--- config.mk ---
export PLATFORM = sky130hd
export DESIGN_NAME = cpu_mem_router
export DESIGN_NICKNAME = d
export VERILOG_FILES = /design/src/rtl/cpu_mem_router.sv
export SDC_FILE = /design/constraint.sdc
export NUM_CORES = 1
export LEC_CHECK = 0
export BUFFER_PORTS_ARGS = -buffer_cell sky130_fd_sc_hd__buf_2
export CORE_MARGIN = 8
export CORE_UTILIZATION = 25
export CTS_CLUSTER_DIAMETER = 60
export DETAILED_ROUTE_END_ITERATION = 8
export PLACE_DENSITY = 0.5
export RECOVER_POWER = 25
export SYNTH_ARGS = -nofsm -noshare
export SYNTH_HDL_FRONTEND = slang
export SYNTH_SLANG_ARGS = --single-unit
--- constraint.sdc ---
create_clock -name clk -period 2.8 [get_ports clk]
set_input_delay 0.7 -clock clk [delete_from_list [all_inputs] [get_ports clk]]
set_output_delay 0.7 -clock clk [all_outputs]
set_load 0.005 [all_outputs]
--- src/rtl/cpu_mem_router.sv ---
// CPU-side memory router: decodes each CPU access into RAM, ROM, banked-ROM or
// peripheral space and runs the SDRAM req/ack handshake with a bounded wait.
module cpu_mem_router #(
    parameter int unsigned      ADDR_W      = 20,
    parameter int unsigned      SDR_W       = 25,
    parameter int unsigned      N_WIN       = 4,
    parameter int unsigned      IDX_W       = $clog2(N_WIN),
    parameter int unsigned      BANK_W      = 4,
    parameter int unsigned      WIN_PAGE    = 'hA,
    parameter int unsigned      RAM_PAGE    = 'hE,
    parameter int unsigned      PERIPH_PAGE = 'hF,
    parameter logic [SDR_W-1:0] ROM_BASE    = 25'h000000,
    parameter logic [SDR_W-1:0] RAM_BASE    = 25'h100000,
    parameter int unsigned      TIMEOUT     = 255
) (
    input  logic              clk,
    input  logic              reset_n,
    input  logic              cpu_req,
    input  logic              cpu_we,
    input  logic [ADDR_W-1:0] cpu_addr,
    input  logic [15:0]       cpu_wdata,
    output logic              cpu_ready,
    output logic [15:0]       cpu_rdata,
    input  logic              bank_wr,
    input  logic [IDX_W-1:0]  bank_idx,
    input  logic [BANK_W-1:0] bank_data,
    output logic              periph_sel,
    output logic              ro_violation,
    output logic              timeout_err,
    output logic              sdr_req,
    output logic              sdr_we,
    output logic [SDR_W-1:0]  sdr_addr,
    output logic [15:0]       sdr_wdata,
    input  logic              sdr_ack,
    input  logic [15:0]       sdr_rdata
);

    localparam int unsigned       PAGE_W   = ADDR_W - 16;
    localparam int unsigned       CNT_W    = $clog2(TIMEOUT + 1);
    localparam logic [PAGE_W-1:0] WIN_P    = PAGE_W'(WIN_PAGE);
    localparam logic [PAGE_W-1:0] RAM_P    = PAGE_W'(RAM_PAGE);
    localparam logic [PAGE_W-1:0] PERIPH_P = PAGE_W'(PERIPH_PAGE);
    localparam logic [CNT_W-1:0]  CNT_MAX  = CNT_W'(TIMEOUT);

    typedef enum logic [1:0] {IDLE, SDR_WAIT, DONE} state_t;

    state_t             state_q, state_d;
    logic [CNT_W-1:0]   cnt_q, cnt_d;
    logic               cpu_ready_q, cpu_ready_d;
    logic [15:0]        cpu_rdata_q, cpu_rdata_d;
    logic               periph_sel_q, periph_sel_d;
    logic               ro_violation_q, ro_violation_d;
    logic               timeout_err_q, timeout_err_d;
    logic               sdr_req_q, sdr_req_d;
    logic               sdr_we_q, sdr_we_d;
    logic [SDR_W-1:0]   sdr_addr_q, sdr_addr_d;
    logic [15:0]        sdr_wdata_q, sdr_wdata_d;
    logic [BANK_W-1:0]  bank_q [N_WIN];

    logic [PAGE_W-1:0]  page;
    logic [15:0]        off;
    logic [PAGE_W-1:0]  win_off;
    logic               in_win;
    logic [BANK_W-1:0]  win_bank;
    logic [SDR_W-1:0]   dec_addr;

    // Bank registers; an index with no matching register is simply dropped.
    for (genvar gi = 0; gi < N_WIN; gi++) begin : g_bank
        logic [BANK_W-1:0] bank_d;

        always_comb begin
            bank_d = bank_q[gi];
            if (bank_wr && bank_idx == IDX_W'(gi)) begin
                bank_d = bank_data;
            end
        end

        always_ff @(posedge clk or negedge reset_n) begin
            if (!reset_n) begin
                bank_q[gi] <= '0;
            end else begin
                bank_q[gi] <= bank_d;
            end
        end
    end

    assign page     = cpu_addr[ADDR_W-1:16];
    assign off      = cpu_addr[15:0];
    assign win_off  = page - WIN_P;
    assign in_win   = (page >= WIN_P) && (32'(win_off) < N_WIN);
    assign win_bank = bank_q[win_off[IDX_W-1:0]];

    always_comb begin
        if (page == RAM_P) begin
            dec_addr = RAM_BASE + SDR_W'(off);
        end else if (in_win) begin
            dec_addr = ROM_BASE + SDR_W'({win_bank, off});
        end else begin
            dec_addr = ROM_BASE + SDR_W'({page, off});
        end
    end

    always_comb begin
        state_d        = state_q;
        cnt_d          = cnt_q;
        cpu_ready_d    = 1'b0;
        cpu_rdata_d    = cpu_rdata_q;
        periph_sel_d   = 1'b0;
        ro_violation_d = 1'b0;
        timeout_err_d  = 1'b0;
        sdr_req_d      = sdr_req_q;
        sdr_we_d       = sdr_we_q;
        sdr_addr_d     = sdr_addr_q;
        sdr_wdata_d    = sdr_wdata_q;
        case (state_q)
            IDLE: begin
                if (cpu_req) begin
                    if (page == PERIPH_P) begin
                        periph_sel_d = 1'b1;
                        cpu_rdata_d  = 16'h0000;
                        state_d      = DONE;
                    end else if (page == RAM_P || !cpu_we) begin
                        sdr_req_d   = 1'b1;
                        sdr_we_d    = cpu_we;
                        sdr_addr_d  = dec_addr;
                        sdr_wdata_d = cpu_wdata;
                        cnt_d       = CNT_W'(1);
                        state_d     = SDR_WAIT;
                    end else begin
                        ro_violation_d = 1'b1;
                        cpu_rdata_d    = 16'h0000;
                        state_d        = DONE;
                    end
                end
            end
            SDR_WAIT: begin
                // cnt_q holds the number of cycles sdr_req has been high; ack beats the limit.
                if (sdr_ack) begin
                    sdr_req_d   = 1'b0;
                    cpu_rdata_d = sdr_rdata;
                    cpu_ready_d = 1'b1;
                    state_d     = DONE;
                end else if (cnt_q == CNT_MAX) begin
                    sdr_req_d     = 1'b0;
                    cpu_rdata_d   = 16'hFFFF;
                    timeout_err_d = 1'b1;
                    state_d       = DONE;
                end else begin
                    cnt_d = cnt_q + CNT_W'(1);
                end
            end
            DONE: begin
                // Paths that enter without cpu_ready spend one cycle raising it here.
                if (cpu_ready_q) begin
                    state_d = IDLE;
                end else begin
                    cpu_ready_d = 1'b1;
                end
            end
            default: begin
                state_d = IDLE;
            end
        endcase
    end

    always_ff @(posedge clk or negedge reset_n) begin
        if (!reset_n) begin
            state_q        <= IDLE;
            cnt_q          <= '0;
            cpu_ready_q    <= 1'b0;
            cpu_rdata_q    <= '0;
            periph_sel_q   <= 1'b0;
            ro_violation_q <= 1'b0;
            timeout_err_q  <= 1'b0;
            sdr_req_q      <= 1'b0;
            sdr_we_q       <= 1'b0;
            sdr_addr_q     <= '0;
            sdr_wdata_q    <= '0;
        end else begin
            state_q        <= state_d;
            cnt_q          <= cnt_d;
            cpu_ready_q    <= cpu_ready_d;
            cpu_rdata_q    <= cpu_rdata_d;
            periph_sel_q   <= periph_sel_d;
            ro_violation_q <= ro_violation_d;
            timeout_err_q  <= timeout_err_d;
            sdr_req_q      <= sdr_req_d;
            sdr_we_q       <= sdr_we_d;
            sdr_addr_q     <= sdr_addr_d;
            sdr_wdata_q    <= sdr_wdata_d;
        end
    end

    assign cpu_ready    = cpu_ready_q;
    assign cpu_rdata    = cpu_rdata_q;
    assign periph_sel   = periph_sel_q;
    assign ro_violation = ro_violation_q;
    assign timeout_err  = timeout_err_q;
    assign sdr_req      = sdr_req_q;
    assign sdr_we       = sdr_we_q;
    assign sdr_addr     = sdr_addr_q;
    assign sdr_wdata    = sdr_wdata_q;

endmodule

Word-level counts from Yosys, hierarchy flattened
Cells that the tools add are included.
W data, S select, Z words.
{ "word_totals": {"mem_bits_ro": 0, "word_cells": 97, "out_inout_bits": 63, "ram_bits": 0, "n_memories": 0, "ff_bits": 89, "latchBits": 0, "inputBits": 64} }
{ "op_classes": {"n_div": 0, "order_cmp": 3, "n_shift": 0, "eq_ne": 16, "n_addsub": 3, "n_mux": 43, "mul": 0, "bitwise": 2, "reduce_logical": 15} }
{ "ops": {"columns": ["op", "n"], "rows": [
  ["$mux W16", 5],
  ["$mux W8", 5],
  ["$pmux W16 S2", 1],
  ["$add A21 B16 Y22 const A", 1],
  ["$mux W22", 1],
  ["$mux W20", 1],
  ["$mux W1", 17],
  ["$pmux W8 S2", 1],
  ["$mux W2", 6],
  ["$ne A2 B2 Y1 const B", 6],
  ["$add A8 B1 Y8 const B", 1],
  ["$bmux W4 S2", 1],
  ["$eq A4 B4 Y1 const B", 2],
  ["$eq A8 B8 Y1 const B", 1],
  ["$mux W4", 2],
  ["$reduce_and A4 Y1", 2],
  ["$eq A2 B2 Y1 const B", 3],
  ["$ne A3 B3 Y1 const B", 2],
  ["$pmux W2 S3", 1],
  ["$reduce_and A6 Y1", 1],
  ["$logic_and A1 B1 Y1", 5],
  ["$reduce_and A5 Y1", 1],
  ["$eq A2 B1 Y1 const B", 2],
  ["$ge A4 B4 Y1 const B", 1],
  ["other kinds (11)", 13]
]} }

Longest topological paths before layout
{ "depth": {"word_depth": 7, "mapped_depth": 8} }

Worst setup path after synthesis
No wires, ideal clock.
{ "synth_path": {"path_type": "input-to-reg", "start": "input port cpu_addr[17]", "end": "register sdr_addr_q[16] (netlist: sdr_addr[16])", "path_buffers": 1, "slack_ns": 0.757, "cell_stages": 7, "arrival_time_ns": 1.922, "cell_sequence": "buf_4 inv_1 ha_1 nand3b_1 a31oi_1 o21ai_0 a32o_1"} }
{ "synth_via": {"elab_chain_cells": 7, "word_cells_on_any_way": 15} }
{ "synth_lines": {"columns": ["item", "line_no", "text"], "rows": [
  ["start: declaration", "20", "input logic [ADDR_W-1:0] cpu_addr,"],
  ["$sub A4 B4 Y4", "89", "assign win_off = page - WIN_P;"],
  ["$not A2 Y3 (implied by the code)", "91", "assign win_bank = bank_q[win_off[IDX_W-1:0]];"],
  ["$bmux W4 S2", "91", null],
  ["$mux W4 (implied by the code) (2 in a row)", "91", null],
  ["$mux W20", "96", "end else if (in_win) begin"],
  ["$mux W22", "94", "if (page == RAM_P) begin"],
  ["end signal: assignment", "189", "sdr_addr_q <= sdr_addr_d;"],
  ["end: declaration", "56", "logic [SDR_W-1:0] sdr_addr_q, sdr_addr_d;"]
]} }
Several ways; a longest one is shown, not always the timed one. The select of a mux whose other input is x is not followed.
A chain may end at the register's enable or synchronous reset.

Worst setup path after layout
{ "layout_path": {"start": "register state_q[0]", "end": "register cnt_q[4]"} }
{ "layout_via": {"elab_chain_cells": 3, "word_cells_on_any_way": 10} }
{ "layout_lines": {"columns": ["item", "line_no", "text"], "rows": [
  ["start: declaration", "47", "state_t state_q, state_d;"],
  ["start signal: assignment", "180", "state_q <= state_d;"],
  ["$eq A2 B1 Y1 or $logic_not A2 Y1 (tied branches)", "115", "case (state_q)"],
  ["$ne A2 B2 Y1 (no line) or $reduce_bool A2 Y1 (tied branches)", null, null],
  ["$reduce_and A6 Y1 (no line)", null, null],
  ["end signal: assignment", "181", "cnt_q <= cnt_d;"],
  ["end: declaration", "48", "logic [CNT_W-1:0] cnt_q, cnt_d;"]
]} }
Several ways; a longest one is shown, not always the timed one.

==> impl_metrics.yaml <==
placed_design:
  dp_hpwl_mm: 7.93
  place_area_um2: 4690
  pre_cts_ws_ns: 0.468
  place.gp.congestion: 0.777
  portBuffers: 122
synthesis:
  ys_types: 51
  synth_compound_area_frac: 0.131
  synth_seq_cells: 85
  synth_area_leaders: "dfrtp_1 55%, nand2_1 10%, mux2_2 4.9%"
  synth_edf_count: 0
  yosysTopAreaCell: "dfrtp_1"
  synth_async_sr_flop_share: 1.00
  ys_seq_area_frac: 0.547
  synthXorXnorAreaFrac: 0
  synthAdderAreaFrac: 0.0193
  synthCells: 372
  synth_mux_area_frac: 0.0685
  yosysWarnings: 0
  synthSimpleGateAreaFrac: 0.187
  ys.flop_type: "dfrtp_1"
  synth_top_area_frac: 0.547
  avgSynthCellArea_um2: 10.5
  synth_top_family_by_area: "simple AND/OR/NAND/NOR gates"
  synthesis.area_um2: 3890
global_routing:
  grt-ovfl-total: 0
  track_usage: 0.111
  grt_max_degree: 67
  grt_pass1_vias: 3352
  grt_antenna_before_repair: 0
  grt_pass1_wl_mm: 17.8
power:
  powerDensity_nw_per_um2: 928
  worst_ir_drop_vdd_mv: 0.319
  p_leak_nw: 2.55
  total_power_mw: 4.64
cts:
  h-tree-depth: 3
  postCtsSetupRepairBufs: 0
  post_cts_resized: 0
  cts_hold_buffers: 0
  clkTransAtPathRegs_ns: 0.07
  cts-buffers-inserted: 9
  root_buffer: "clkbuf_16"
  cts_tree: "built"
  clock-sinks: 85
  clk_latency_ns: 0.34
  clock_path_buffers: 2
drt:
  ant_nets: 0
  wl_per_cell_um: 15.7
  drt_wl_total_mm: 10.8
  drt-initial-drc-count: 122
  vias_per_cell: 4.57
  remaining_drc_errors: 0
  vias: 3141
  first_pass_iters: 4
worst_setup_path:
  ff2ff_setup_slack_ns: 0.68
  path_class: "reg2reg"
  path_max_fanout: 36
  cp.required_ns: 3.07
  critPathLaunchType: "flop"
  cp.arrival_ns: 2.39
  cp-end-kind: "flop"
timing:
  fin_skew_ns: 0.00810
  layout_setup_ws_ns: 0.683
  max_freq_mhz: 472
  worst_slew_pin_slew_ns: 1.18
  slew_violations: 0
  tns_ns: 0
  rsz0062_at_grt: "no"
  period_needed_ns: 2.12
  final.period_utilization: 0.756
  relSlewSlack: 0.214
  hold_viol: 0
  finalSetupViolations: 0
  hold_slack_ns: 0.474
cells_and_area:
  final_common_cell: "buf_2"
  final_area_um2: 5000
  syn2layout_area_growth_pct: 28.6
  layout-drive-gt1-share: 0.345
  diodes: 0
  most-common-layout-cells: "121 x buf_2, 107 x nand2_1, 85 x dfrtp_1"
  num-nets-final: 564
floorplanning:
  dieWidth_um: 141
  dieArea_um2: 19800
  num_rows: 45
  coreArea_um2: 15200
  fp.dieH_um: 141
  initial_core_util: 0.256
  ios: 127
run_status:
  outcome: "completed"
flow_run:
  maxCapViolations: 0
min_path:
  hold_path_class: "reg2reg"
## registers in the layout, summed over array words and instances, names as in the netlist
name	cells
cpu_rdata	16
sdr_we	1
state_q	2
sdr_req	1
ro_violation	1
sdr_wdata	16
cnt_q	8
timeout_err	1
periph_sel	1
bank_q	16
cpu_ready	1
sdr_addr	21
## cell families after synthesis
family,after synthesis
AND/OR/NAND/NOR,163
adder cells (fa/ha/maj),6
AO/OA/AOI/OAI,64
other,1
buffers and inverters,31
flip-flops,85
multiplexers,22
## through the flow
stage	cells	util
global placement	671	0.308
global route	687	0.329
detailed placement	671	0.308
finish	687	0.329
CTS	687	0.329
floorplan	375	-
## worst max-delay path: stages, from the launching register on
cell	delay (ns)
dfrtp_1	0.38
inv_1	0.10
ha_1	0.30
nand2_2	0.18
a211oi_4	0.47
buf_12	0.26
o211a_1	0.18
a2bb2oi_1	0.15
## power breakdown
part           internal, mW  switching [mW]
registers              1.67           0.263
logic                 0.660           0.776
clock network         0.750           0.519
total                  3.08            1.56
## path summary, 6_finish.rpt
check                                          from                       end  cells after the start
setup / recovery             state_q[0]$_DFFE_PN0P_      cnt_q[4]$_DFFE_PN0P_                      7
hold / removal             sdr_wdata[4]$_DFFE_PN0P_  sdr_wdata[4]$_DFFE_PN0P_                      2
setup reg to reg             state_q[0]$_DFFE_PN0P_      cnt_q[4]$_DFFE_PN0P_                      7
hold reg to reg            sdr_wdata[4]$_DFFE_PN0P_  sdr_wdata[4]$_DFFE_PN0P_                      2
max in group asynchronous                   reset_n  cpu_rdata[0]$_DFFE_PN0P_                      2
min in group asynchronous                   reset_n  sdr_wdata[6]$_DFFE_PN0P_                      1
## cell usage after synthesis (all sizes together), types with 4 or more instances
cell type	n
nand2	108
dfrtp	85
nor2	21
mux2	17
buf	16
o2bb2ai	16
inv	11
a21oi	8
o21ai	8
ha	6
nand2b	5
nand3	5
a211oi	4
clkbuf	4
nand3b	4
nor3	4
## layer usage
metal	GRT usage	vias to the layer above	share of wire
met4	0.0322	0	0.012
li1	-	1527	-
met3	0.0486	11	0.085
met2	0.172	103	0.45
met5	0	-	0
met1	0.138	1500	0.45
## final cells by class
| type | instances | area (µm²) |
|---|---|---|
| Tap cell | 188 | 235 |
| Clock inverter | 5 | 65.1 |
| Multi-Input combinational cell | 259 | 1600 |
| Fill cell | 1585 | 10200 |
| Inverter | 11 | 41.3 |
| Timing Repair Buffer | 128 | 679 |
| Clock buffer | 11 | 253 |
| Sequential cell | 85 | 2130 |
Note: power is estimated with default switching activity, not from simulation.
